==> src/rtl/game_clock_ctrl.sv <==
// Basketball game clock sequencer: turns sclk rising edges into ticks and runs the period countdown and buzzer.
// Outputs are registered and update on the clk edge after an input or tick; there is no backpressure, so start/stop pulses act in the cycle they arrive.
module game_clock_ctrl #(
  parameter int unsigned PERIOD_MIN  = 12,
  parameter int unsigned NUM_PERIODS = 4,
  parameter int unsigned BUZZ_TICKS  = 3
) (
  input  logic       clk,
  input  logic       reset,
  input  logic       sclk,
  input  logic       start,
  input  logic       stop,
  input  logic       new_game,
  output logic [6:0] minutes,
  output logic [5:0] seconds,
  output logic [2:0] period,
  output logic       running,
  output logic       buzzer,
  output logic       game_over
);

  typedef enum logic [2:0] {IDLE, RUN, PAUSE, BUZZ, DONE} state_t;

  state_t     state;
  logic       sclk_q;
  logic [3:0] buzz_cnt;
  logic       tick;
  logic       go;

  assign tick = sclk & ~sclk_q;
  // stop dominates start whenever both arrive together
  assign go   = start & ~stop;

  always_ff @(posedge clk or negedge reset) begin
    if (!reset) begin
      state     <= IDLE;
      minutes   <= 7'(PERIOD_MIN);
      seconds   <= 6'd0;
      period    <= 3'd1;
      running   <= 1'b0;
      buzzer    <= 1'b0;
      game_over <= 1'b0;
      sclk_q    <= 1'b0;
      buzz_cnt  <= 4'd0;
    end else begin
      sclk_q <= sclk;
      if (new_game) begin
        state     <= IDLE;
        minutes   <= 7'(PERIOD_MIN);
        seconds   <= 6'd0;
        period    <= 3'd1;
        running   <= 1'b0;
        buzzer    <= 1'b0;
        game_over <= 1'b0;
        sclk_q    <= 1'b0;
        buzz_cnt  <= 4'd0;
      end else begin
        case (state)
          IDLE, PAUSE: begin
            if (go) begin
              state   <= RUN;
              running <= 1'b1;
            end
          end
          RUN: begin
            if (stop) begin
              state   <= PAUSE;
              running <= 1'b0;
            end else if (tick) begin
              if (seconds != 6'd0) begin
                seconds <= seconds - 6'd1;
                // landing on 0:00 starts the buzzer in the same edge
                if (seconds == 6'd1 && minutes == 7'd0) begin
                  state    <= BUZZ;
                  running  <= 1'b0;
                  buzzer   <= 1'b1;
                  buzz_cnt <= 4'd0;
                end
              end else if (minutes != 7'd0) begin
                seconds <= 6'd59;
                minutes <= minutes - 7'd1;
              end
            end
          end
          BUZZ: begin
            if (tick) begin
              if (buzz_cnt == 4'(BUZZ_TICKS - 1)) begin
                buzzer   <= 1'b0;
                buzz_cnt <= 4'd0;
                if (period < 3'(NUM_PERIODS)) begin
                  state   <= IDLE;
                  period  <= period + 3'd1;
                  minutes <= 7'(PERIOD_MIN);
                  seconds <= 6'd0;
                end else begin
                  state     <= DONE;
                  game_over <= 1'b1;
                end
              end else begin
                buzz_cnt <= buzz_cnt + 4'd1;
              end
            end
          end
          DONE: begin
            state <= DONE;
          end
          default: begin
            state   <= IDLE;
            running <= 1'b0;
            buzzer  <= 1'b0;
          end
        endcase
      end
    end
  end

endmodule

==> config.mk <==
export PLATFORM = sky130hd
export DESIGN_NAME = game_clock_ctrl
export DESIGN_NICKNAME = d
export VERILOG_FILES = /design/src/rtl/game_clock_ctrl.sv
export SDC_FILE = /design/constraint.sdc
export NUM_CORES = 1
export LEC_CHECK = 0
export CORE_AREA = 2 2 62 64
export DETAILED_ROUTE_END_ITERATION = 10
export DIE_AREA = 0 0 64 66
export HOLD_SLACK_MARGIN = 0.08
export PLACE_DENSITY = 0.82
export RECOVER_POWER = 25
export SETUP_SLACK_MARGIN = 0.02
export SYNTH_ARGS = -nofsm -noshare
export SYNTH_HDL_FRONTEND = slang
export SYNTH_SLANG_ARGS = --single-unit
==> constraint.sdc <==
create_clock -name clk -period 2.1 [get_ports clk]
set_input_delay 0.525 -clock clk [delete_from_list [all_inputs] [get_ports clk]]
set_output_delay 0.525 -clock clk [all_outputs]
set_load 0.1 [all_outputs]
# Yosys cells after proc, flatten, opt, wreduce, memory -nomap -nowiden
# Cells that the tools add are included.
[word_totals]
in_bits = 6
word_cells = 124
register_bits = 27
[classes]
muxes = 62
n_eq_ne = 23
n_lt_le_gt_ge = 1
n_addsub = 4
n_reduce_logical = 21
bitwise_logic = 4
[ops]
columns = ["op", "count"]
rows = [
  ["two-way mux 7 bit", 8],
  ["two-way mux 6 bit", 8],
  ["two-way mux 3 bit", 14],
  ["inequality test 3 bit, second input constant", 10],
  ["two-way mux 4 bit", 7],
  ["two-way mux 1 bit", 19],
  ["inequality test 4 bit, second input constant", 4],
  ["case mux 7 bit (2 select lines)", 1],
  ["AND reduction 7 bit", 2],
  ["case mux 3 bit (4 select lines)", 1],
  ["case mux 6 bit (2 select lines)", 1],
  ["AND reduction 6 bit", 2],
  ["case mux 4 bit (2 select lines)", 1],
  ["AND reduction 4 bit", 2],
  ["AND reduction 8 bit", 1],
  ["nonzero test 2 bit", 4],
  ["zero test 7 bit", 1],
  ["nonzero test 7 bit", 1],
  ["subtractor 7 x 1 -> 7 bit, second input constant", 1],
  ["equality test 3 x 2 -> 1 bit, second input constant", 2],
  ["equality test 6 x 1 -> 1 bit, second input constant", 1],
  ["case mux 1 bit (3 select lines)", 2],
  ["nonzero test 6 bit", 1],
  ["subtractor 6 x 1 -> 6 bit, second input constant", 1],
  ["16 further kinds", 20],
]

# Longest topological paths before layout
# Gate-level depths: netlist of run 1.
[logic_depth]
depth_word = 8
depth_mapped = 7
mapped_depth_nobuf = 6

# Least setup slack after synthesis of run 1
# No wires, ideal clock.
[synth_path]
path_kind = "reg2reg"
start = "register minutes[0]"
end = "register seconds[0]"
stages_incl_launch_ff = 7
path_buffers = 0
arrival_ns = 2.498
required_time_ns = 1.974
slack_ns = -0.524
cell_sequence = "dfrtp_1 inv_1 ha_1 nor4b_1 nand4_1 nand2_1 mux2_2"
[synth_between]
elab_chain_cells = 3
[synth_rtl]
columns = ["item", "line", "rtl"]
rows = [
  ["from (decl)", "14", "output logic [6:0] minutes,"],
  ["from (signal assigned)", "37", "minutes <= 7'(PERIOD_MIN);"],
  ["from (signal assigned)", "49", "minutes <= 7'(PERIOD_MIN);"],
  ["from (signal assigned)", "81", "minutes <= minutes - 7'd1;"],
  ["nonzero test 7 bit", "79", "end else if (minutes != 7'd0) begin"],
  ["inequality test 4 bit (no source line)", "n/a", ""],
  ["AND reduction 7 bit (no source line)", "n/a", ""],
  ["to (signal assigned)", "71", "seconds <= seconds - 6'd1;"],
  ["to (decl)", "15", "output logic [5:0] seconds,"],
]
# No other way between the ends.
# A chain may end at the register's enable or synchronous reset.

# Worst setup path after layout of run 1
[layout_path]
start = "register buzz_cnt[0]"
end = "register seconds[1]"
[layout_between]
elab_chain_cells = 3
[layout_rtl]
columns = ["item", "line", "rtl"]
rows = [
  ["from (decl)", "26", "logic [3:0] buzz_cnt;"],
  ["from (signal assigned)", "100", "buzz_cnt <= buzz_cnt + 4'd1;"],
  ["equality test 4 x 2 -> 1 bit", "87", "if (buzz_cnt == 4'(BUZZ_TICKS - 1)) begin"],
  ["inequality test 3 bit (no source line)", "n/a", ""],
  ["AND reduction 7 bit (no source line)", "n/a", ""],
]
# No other way between the ends.

==> impl_metrics.ini, run 1 <==
[grt]
grt_overflow_total = 0
grt_max_degree = 28
grt_usage_pct = 20.5
grt_pass1_vias = 1496
antenna_found_initial = 0
grt_pass1_wl_mm = 6.90

[sta]
setup_ws_ns = -0.0620
rsz0062_at_grt = yes
clock_skew_ns = 0.0104
fmax_ghz = 0.463
hold_viol = 0
relSlewSlack_pct = 55.6
max_slew.worst_pin.slew_ns = 0.666
min_period_ns = 2.16
slew_viol_final = 0
setup_viol = 6
final.period_utilization_pct = 103

[setup_path]
required_ns = 2.32
critPathLaunchType = register
worstSetupPathType = reg -> reg
crit_path_end_kind = register
cp_max_fo = 6
arrival_ns = 2.39

[clocking]
h-tree-depth = 1
cts_sinks = 27
clockBufferDepth = 2
cts-hold-fix-buffers = 0
cts_root_buf = clkbuf_4
cts_made_buffers = 3
cts_tree = built
path_clk_slew_ns = 0.15
clk_latency_ns = 0.33

[place]
portBuffers = 24
place_hpwl_mm = 3.10
preCtsSetupSlack_ns = -0.329
gp_congestion = 0.927
place_inst = 271

[synthesis]
synth.mux.area_fraction_pct = 2.65
yosys-top-cells-area = dfrtp_1 (36%), dfstp_2 (4.8%), ha_1 (4.5%)
synth_top_area_share_pct = 36.3
synth-simple-area-share_pct = 23.1
netlist_area_um2 = 1660
synth_ff_type = dfrtp_1
synth_compound_area_share_pct = 22.8
synth_edf_count = 0
synth_cell_types = 56
async_reset_ff_share_pct = 100
synth_adder_area_share_pct = 4.54
syn_nets = 188
synthCells = 176
yosysTopAreaCell = dfrtp_1
synth_seq_cells = 27
seq_area_frac_synth_pct = 41.0
synth_top_family_by_area = simple AND/OR/NAND/NOR gates
postSynthAreaPerCell_um2 = 9.41
synth-xor-area-share_pct = 0.529
synth-warning-count = 0

[floorplanning]
die_x_um = 64
coreArea_um2 = 3550
rows = 22
initial_core_util_pct = 46.6
fp.dieH_um = 66
ioPinCount = 25
dieArea_um2 = 4220

[detailed_routing]
wl_mm = 4.23
ant_nets = 0
vias = 1628
firstDrtPassIters = 4
via_per_inst = 5.90
wl_per_cell_um = 15.3
drt_iter0_drc = 88
drc = 0

[min_path]
hold_path.class = reg -> reg

[cells_and_area]
antenna_cells = 0
drive_gt1_share_pct = 37.7
fin_nets = 241
layout.cells.non_filler = 276
area_delta_synth_final_pct = 42.4

[power_and_ir_drop]
ir_worst_vdd_uv = 653
p_leak_nw = 1.04
powerDensity_nw_per_um2 = 1080

[flow_run]
max_cap_violations = 0

[outcome]
status = finished with violations
failed_checks = setup timing
==> per-stage QoR <==
stage / instance area, um2 / utilization (%) / setup TNS, ns / hold WS [ns] / total power, mW
3_3_place_gp: 2250 / 63.4 / -3.10 / 0.504 / 2.27
3_5_place_dp: 2250 / 63.4 / -3.52 / 0.494 / 2.28
4_1_cts: 2300 / 64.7 / -0.237 / 0.527 / 2.52
6_report: 2360 / 66.4 / -0.235 / 0.526 / 2.55
2_1_floorplan: 1720 / - / -0.826 / 0.229 / 1.83
5_1_grt: 2360 / 66.4 / -1.25 / 0.562 / 2.68
==> layout by cell type, fill, tap and decap left out, types with 4 or more instances in the layout <==
master and count:
nor2b_1 4, a31oi_1 6, a21oi_1 7, buf_4 41, ha_1 5, clkdlybuf4s50_1 4, nor2_1 14, o211ai_1 5
inv_1 12, nand3_1 6, dfrtp_1 15, dfrtp_2 7, nand2_1 8, buf_12 7, nor3_1 7
==> sequential cells by signal, summed over array words and instances (netlist names) <==
signal and count:
buzzer 1, minutes 7, period 3, seconds 6, running 1, state 3, buzz_cnt 4, game_over 1
sclk_q 1
==> path summary, 6_finish.rpt <==
kind	endpoint	cells after the start	slack [ns]	start
worst max-delay path	seconds[1]	8	-0.06	buzz_cnt[0]
worst min-delay path	game_over	1	0.53	game_over
worst max register to register	seconds[1]	8	-0.06	buzz_cnt[0]
worst min register to register	game_over	1	0.53	game_over
max in group asynchronous	seconds[2]	2	0.87	reset
min in group asynchronous	running	2	0.73	reset
==> cells by family (layout without fill, tap and decap cells) <==
kind of cell / Yosys count / count (layout)
DFF: 27 / 27
and+or+nand+nor: 66 / 66
AOI/OAI and AO/OA: 50 / 50
muxes: 4 / 4
buffers and inverters: 22 / 74
xor gates and xnor gates: 1 / 1
adders and majority gates: 6 / 6
==> cell usage after synthesis (all sizes together), types with 3 or more instances <==
cell type	n
inv	13
nor3	7
a21oi	7
nor2b	4
ha	6
nor4b	3
nor3b	3
mux2	3
nand2	9
o21a	3
nor2	14
a2bb2oi	3
clkbuf	7
o21ai	4
dfrtp	24
nand3	6
o211ai	5
a31oi	6
dfstp	3
nand2b	3
==> routing by layer <==
metal  vias up  GRT usage [%]  share of wire [%]
li1        770              -                  -
met1       785           27.9                 44
met2        62           33.5                 49
met3        11           1.87                4.3
met4         0           8.70                2.8
met5         -              0                  0
==> area by class of cell <==
cell class | instances | area, um2
Clock buffer | 4 | 26.3
Fill cell | 262 | 1190
Inverter | 13 | 48.8
Multi-Input combinational cell | 127 | 990
Sequential cell | 27 | 696
Tap cell | 48 | 60.1
Timing Repair Buffer | 57 | 537
==> worst max-delay path, stage by stage, from the launching register on <==
cell and delay [ns]:
dfrtp_1 0.41, inv_1 0.06, ha_2 0.17, or4b_4 0.46, a222oi_1 0.28, buf_4 0.21, buf_6 0.11, nand2_4 0.07
mux2_2 0.28
==> repair_timing <==
item                                    4_1_cts  5_1_grt
endpoints found under the setup margin        9       16
setup buffers                                 1        1
resized for setup                             2       16
pin swaps                                     1        5
==> where the power goes <==
group,switching (mW),internal (mW),total (mW)
clock network,0.154,0.0745,0.229
logic,1.01,0.547,1.55
registers,0.131,0.636,0.767
Power figures use the tool's default switching activity.
==> run 2: changes to the inputs <==
--- a/config.mk
+++ b/config.mk
@@ -5,11 +5,11 @@
 export SDC_FILE = /design/constraint.sdc
 export NUM_CORES = 1
 export LEC_CHECK = 0
-export CORE_AREA = 2 2 62 64
+export CORE_AREA = 2 2 78 80
 export DETAILED_ROUTE_END_ITERATION = 10
-export DIE_AREA = 0 0 64 66
+export DIE_AREA = 0 0 80 82
 export HOLD_SLACK_MARGIN = 0.08
-export PLACE_DENSITY = 0.82
+export PLACE_DENSITY = 0.47
 export RECOVER_POWER = 25
 export SETUP_SLACK_MARGIN = 0.02
 export SYNTH_ARGS = -nofsm -noshare
==> run 2 against run 1 <==
Effect of this change:
- the run still ends with setup timing left
- setup slack worse by 0.046 ns
- design area grew 6.5%
- sequential share of layout area shrank 1.8 points
- largest power group unchanged
==> impl_metrics.ini, run 2 (synthesis gave the netlist of run 1 again) <==
[clocking]
clk_latency_ns = 0.28
clockBufferDepth = 2
cts_root_buf = clkbuf_8
path_clk_slew_ns = 0.10
cts_sinks = 27
cts_tree = built
cts_made_buffers = 3
h-tree-depth = 1

[power_and_ir_drop]
clockPowerShare_pct = 11.5
ir_worst_vdd_uv = 799
power_frac_comb_pct = 60.5
p_sw_mw = 1.36
p_seq_share_pct = 28.0
p_int_mw = 1.36
p_leak_nw = 1.11
switching_share_pct = 50.0
powerDensity_nw_per_um2 = 1090

[cells_and_area]
largest_register_ff_count = 7
top_regs = minutes x7, seconds x6, buzz_cnt x4
layout_common_cells = buf_4 (46), dfrtp_1 (15), nor2_1 (14)
area_delta_synth_final_pct = 51.7
drive_gt1_share_pct = 40.3
fin_nets = 249
antenna_cells = 0
layout.cells.non_filler = 311
final_area_um2 = 2510
final_common_cell = buf_4
top_register = minutes

[sta]
fmax_ghz = 0.453
max_slew.worst_pin.slew_ns = 0.725
setup_ws_ns = -0.108
relSlewSlack_pct = 51.7
clock_skew_ns = 0.00284
hold_viol = 0
slew_viol_final = 0
final.period_utilization_pct = 105
setup_viol = 11
rsz0062_at_grt = yes
min_period_ns = 2.21

[floorplanning]
fp.dieH_um = 82
rows = 28
coreArea_um2 = 5750
initial_core_util_pct = 28.8
dieArea_um2 = 6560
die_x_um = 80
ioPinCount = 25

[place]
preCtsSetupSlack_ns = -0.362
place_hpwl_mm = 3.43
gp_congestion = 0.835
portBuffers = 24
dpl_cell_area_um2 = 2340
place_inst = 302

[outcome]
failed_checks = setup timing
status = finished with violations

[detailed_routing]
wl_mm = 4.68
drt_iter0_drc = 94
via_per_inst = 5.20
ant_nets = 0
firstDrtPassIters = 4
wl_per_cell_um = 15.1
drc = 0
vias = 1618

[grt]
grt_pass1_wl_mm = 7.82
grt_usage_pct = 15.2
grt_pass1_vias = 1634
antenna_found_initial = 0
grt_max_degree = 28
grt_overflow_total = 0

[setup_path]
ff2ff_path_depth = 8
cp_max_fo = 4
critPathLaunchType = register
arrival_ns = 2.38
worstSetupPathType = reg -> reg
required_ns = 2.27
crit_path_end_kind = register

[flow_run]
max_cap_violations = 0

[min_path]
hold_path.class = reg -> reg
worstHoldPathCells = 1
==> run 2: cell count changes in the layout (fill, tap and decap cells not counted), sizes merged <==
| cell | delta |
|---|---|
| buf | +8 |
| dlygate4sd2 | +1 |
| clkinv | +1 |
| clkdlybuf4s50 | -1 |
| clkbuf | -1 |
==> run 2: final cells by class <==
class,instances,area [um2]
fillers,588,3230
multi-input cells,127,990
flip-flops and latches,27,696
repair buffers,65,637
well taps,75,93.8
inverters,13,48.8
clock buffers,3,41.3
clock inverters,1,5.00
==> run 2: path summary, 6_finish.rpt <==
path	start	endpoint	slack (ns)
setup reg to reg	buzz_cnt[0]	minutes[4]	-0.11
hold reg to reg	buzzer	buzzer	0.52
min in group asynchronous	reset	minutes[4]	0.83
setup / recovery	buzz_cnt[0]	minutes[4]	-0.11
hold / removal	buzzer	buzzer	0.52
max in group asynchronous	reset	period[2]	0.74
==> run 2: per-layer routing <==
layer  global-route usage, %  wire, um  part of all wire, %  vias to the layer above
met1                    19.2      2010                   43                      792
met5                       0         0                    0                        -
met3                    2.53       196                  4.2                        2
li1                        -         -                    -                      785
met2                    26.6      2450                   52                       39
met4                    4.41        23                 0.49                        0
==> run 2: timing repair <==
| action | in CTS | in global routing |
|---|---|---|
| buffers inserted | 1 | 4 |
| hold buffers | 0 | 0 |
| setup endpoints to repair | 14 | 14 |
| resized for setup | 4 | 14 |
| pin swaps | 1 | 7 |
==> run 2: through the flow <==
stage	power, mW	utilization (%)	setup TNS, ns	hold slack (ns)
after CTS	2.67	41.8	-0.423	0.530
after detailed placement	2.35	40.7	-4.39	0.499
after floorplan	1.83	-	-0.826	0.229
final	2.73	43.7	-0.665	0.519
after global routing	2.87	43.7	-1.87	0.540
after global placement	2.33	40.7	-3.86	0.490
==> run 2: power groups by stage <==
stage	Combinational (mW)	Sequential (mW)	Clock, mW
floorplan	0.494	1.34	0
global placement	1.57	0.763	0
detailed placement	1.58	0.775	0
CTS	1.58	0.764	0.331
global route	1.74	0.785	0.348
finish	1.65	0.762	0.313
==> run 2: worst max-delay path, stage by stage, from the launching register on <==
cell      delay [ns]
dfrtp_1         0.40
inv_1           0.06
ha_2            0.17
or4b_4          0.46
a222oi_1        0.32
buf_4           0.20
buf_4           0.12
o221ai_1        0.11
a32o_2          0.26
==> run 3: changes to the inputs <==
--- a/config.mk
+++ b/config.mk
@@ -8,10 +8,12 @@
 export CORE_AREA = 2 2 78 80
 export DETAILED_ROUTE_END_ITERATION = 10
 export DIE_AREA = 0 0 80 82
+export GPL_TIMING_DRIVEN = 0
 export HOLD_SLACK_MARGIN = 0.08
 export PLACE_DENSITY = 0.47
 export RECOVER_POWER = 25
 export SETUP_SLACK_MARGIN = 0.02
+export SKIP_CTS_REPAIR_TIMING = 1
 export SYNTH_ARGS = -nofsm -noshare
 export SYNTH_HDL_FRONTEND = slang
 export SYNTH_SLANG_ARGS = --single-unit
==> run 3 against run 2 <==
Effect of this change:
- the flow finishes with violations (capacitance limit, slew limit, setup timing)
- setup slack lost 0.013 ns
- global-route usage shrank 1.3 points
- non-clock buffer count down 23
- worst hold slack lost 0.0069 ns
- count of clock-buffer cells in the layout rose by 1
- critical endpoint is now seconds[1]
- largest power group unchanged
- highest routed layer unchanged
==> impl_metrics.ini, run 3 (synthesis gave the netlist of run 1 again) <==
[setup_path]
ff2ff_path_depth = 8
path_buf_inv = 3
critPathTopFamily = simple AND/OR/NAND/NOR gates
worstSetupPathType = reg -> reg
crit_path_end_kind = register
required_ns = 2.27
path_depth = 8
slowest_stage = or4b_4
cp_cell_sequence = inv_1, ha_2, or4b_4, a222oi_1, buf_4, buf_6, nand2_4, mux2_2
arrival_ns = 2.39
cp_max_fo = 6
max_stage_delay_ns = 0.45
critPathLaunchType = register

[cells_and_area]
top_regs = minutes x7, seconds x6, buzz_cnt x4
antenna_cells = 0
layout_common_cells = dlymetal6s2s_1 (17), dfrtp_1 (15), nor2_1 (14)
area_delta_synth_final_pct = 40.5
finish.utilization_pct = 40.5
drive_gt1_share_pct = 28.2
final_common_cell = dlymetal6s2s_1
top_register = minutes
largest_register_ff_count = 7
final_area_um2 = 2330
fin_nets = 226
layout.cells.non_filler = 288
fill_cells = 577

[detailed_routing]
wl_mm = 4.49
vias = 1567
via_per_inst = 5.44
drt_iter0_drc = 80
wl_per_cell_um = 15.6
ant_nets = 0
drc = 0
firstDrtPassIters = 4

[power_and_ir_drop]
p_total_mw = 2.56
powerDensity_nw_per_um2 = 1100
ir_worst_vdd_uv = 906
p_leak_nw = 1.18

[grt]
grt_pass1_vias = 1476
grt_overflow_total = 0
grt_usage_pct = 13.9
grt_max_degree = 28
antenna_found_initial = 0
grt_pass1_wl_mm = 7.16

[min_path]
hold_path.class = reg -> reg
worstHoldPathCells = 1

[place]
dpl_cell_area_um2 = 2050
place_inst = 275
portBuffers = 24
gp_congestion = 0.813
place_hpwl_mm = 3.07

[clocking]
cts_made_buffers = 3
clk_latency_ns = 0.27
cts_tree = built
clockBufferDepth = 2
cts_sinks = 27
path_clk_slew_ns = 0.10
h-tree-depth = 1
cts_root_buf = clkbuf_8

[outcome]
failed_checks = capacitance limit, slew limit, setup timing
status = finished with violations

[flow_run]
max_cap_violations = 1

[sta]
rsz0062_at_grt = yes
setup_ws_ns = -0.122
slew_viol_final = 28
min_period_ns = 2.22
final.period_utilization_pct = 106
max_slew.worst_pin.slew_ns = 1.55
fmax_ghz = 0.450
setup_viol = 12
relSlewSlack_pct = -3.15
setup_tns_ns = -0.722
hold_viol = 0
clock_skew_ns = 0.00319

[floorplanning]
fp.dieH_um = 82
initial_core_util_pct = 28.8
die_x_um = 80
rows = 28
ioPinCount = 25
coreArea_um2 = 5750
dieArea_um2 = 6560
[run 3: changes by cell type in the layout (fill, tap and decap cells not counted), moves of 3 or more]
cell and delta:
buf_4 -39, dlymetal6s2s_1 +17, buf_12 -10, clkbuf_2 +5
buf_6 +3, clkbuf_1 +3
[run 3: metrics by stage]
| step | hold slack [ns] | setup WS, ns |
|---|---|---|
| after CTS | 0.530 | -0.618 |
| after detailed placement | 0.506 | -0.922 |
| final | 0.512 | -0.122 |
| after global routing | 0.528 | -0.209 |
| after global placement | 0.496 | -0.908 |
| after floorplan | 0.229 | -0.162 |
[run 3: path summary, 6_finish.rpt]
check,from,endpoint,slack [ns]
min in group asynchronous,reset,minutes[1],0.60
hold / removal,buzzer,buzzer,0.51
hold reg to reg,buzzer,buzzer,0.51
max in group asynchronous,reset,seconds[2],0.39
setup / recovery,buzz_cnt[0],seconds[1],-0.12
setup reg to reg,buzz_cnt[0],seconds[1],-0.12
[run 3: power by group]
part / switching [mW] / internal, mW / total (mW)
clock: 0.178 / 0.136 / 0.315
sequential: 0.127 / 0.636 / 0.763
combinational: 1.01 / 0.473 / 1.48
[run 3: worst register-to-register path, stage by stage (launching register included)]
cell      delay [ns]
dfrtp_1         0.42
inv_1           0.07
ha_2            0.18
or4b_4          0.45
a222oi_1        0.33
buf_4           0.21
buf_6           0.10
nand2_4         0.07
mux2_2          0.28
[run 3: cell type report]
| type | count | area, um2 | area share, % |
|---|---|---|---|
| Buffer | 8 | 60.1 | 2.58 |
| Sequential cell | 27 | 696 | 29.9 |
| Multi-Input combinational cell | 127 | 1030 | 44.5 |
| Clock buffer | 4 | 45.0 | 1.94 |
| Inverter | 13 | 48.8 | 2.10 |
| Timing Repair Buffer | 34 | 348 | 15.0 |
| Tap cell | 75 | 93.8 | 4.03 |
[run 3: routing by layer]
metal / vias up / GRT usage, % / share of wire [%]
li1: 740 / - / -
met3: 11 / 2.20 / 5.0
met2: 40 / 22.5 / 49
met5: - / 0 / 0
met1: 776 / 18.6 / 45
met4: 0 / 5.42 / 1.4
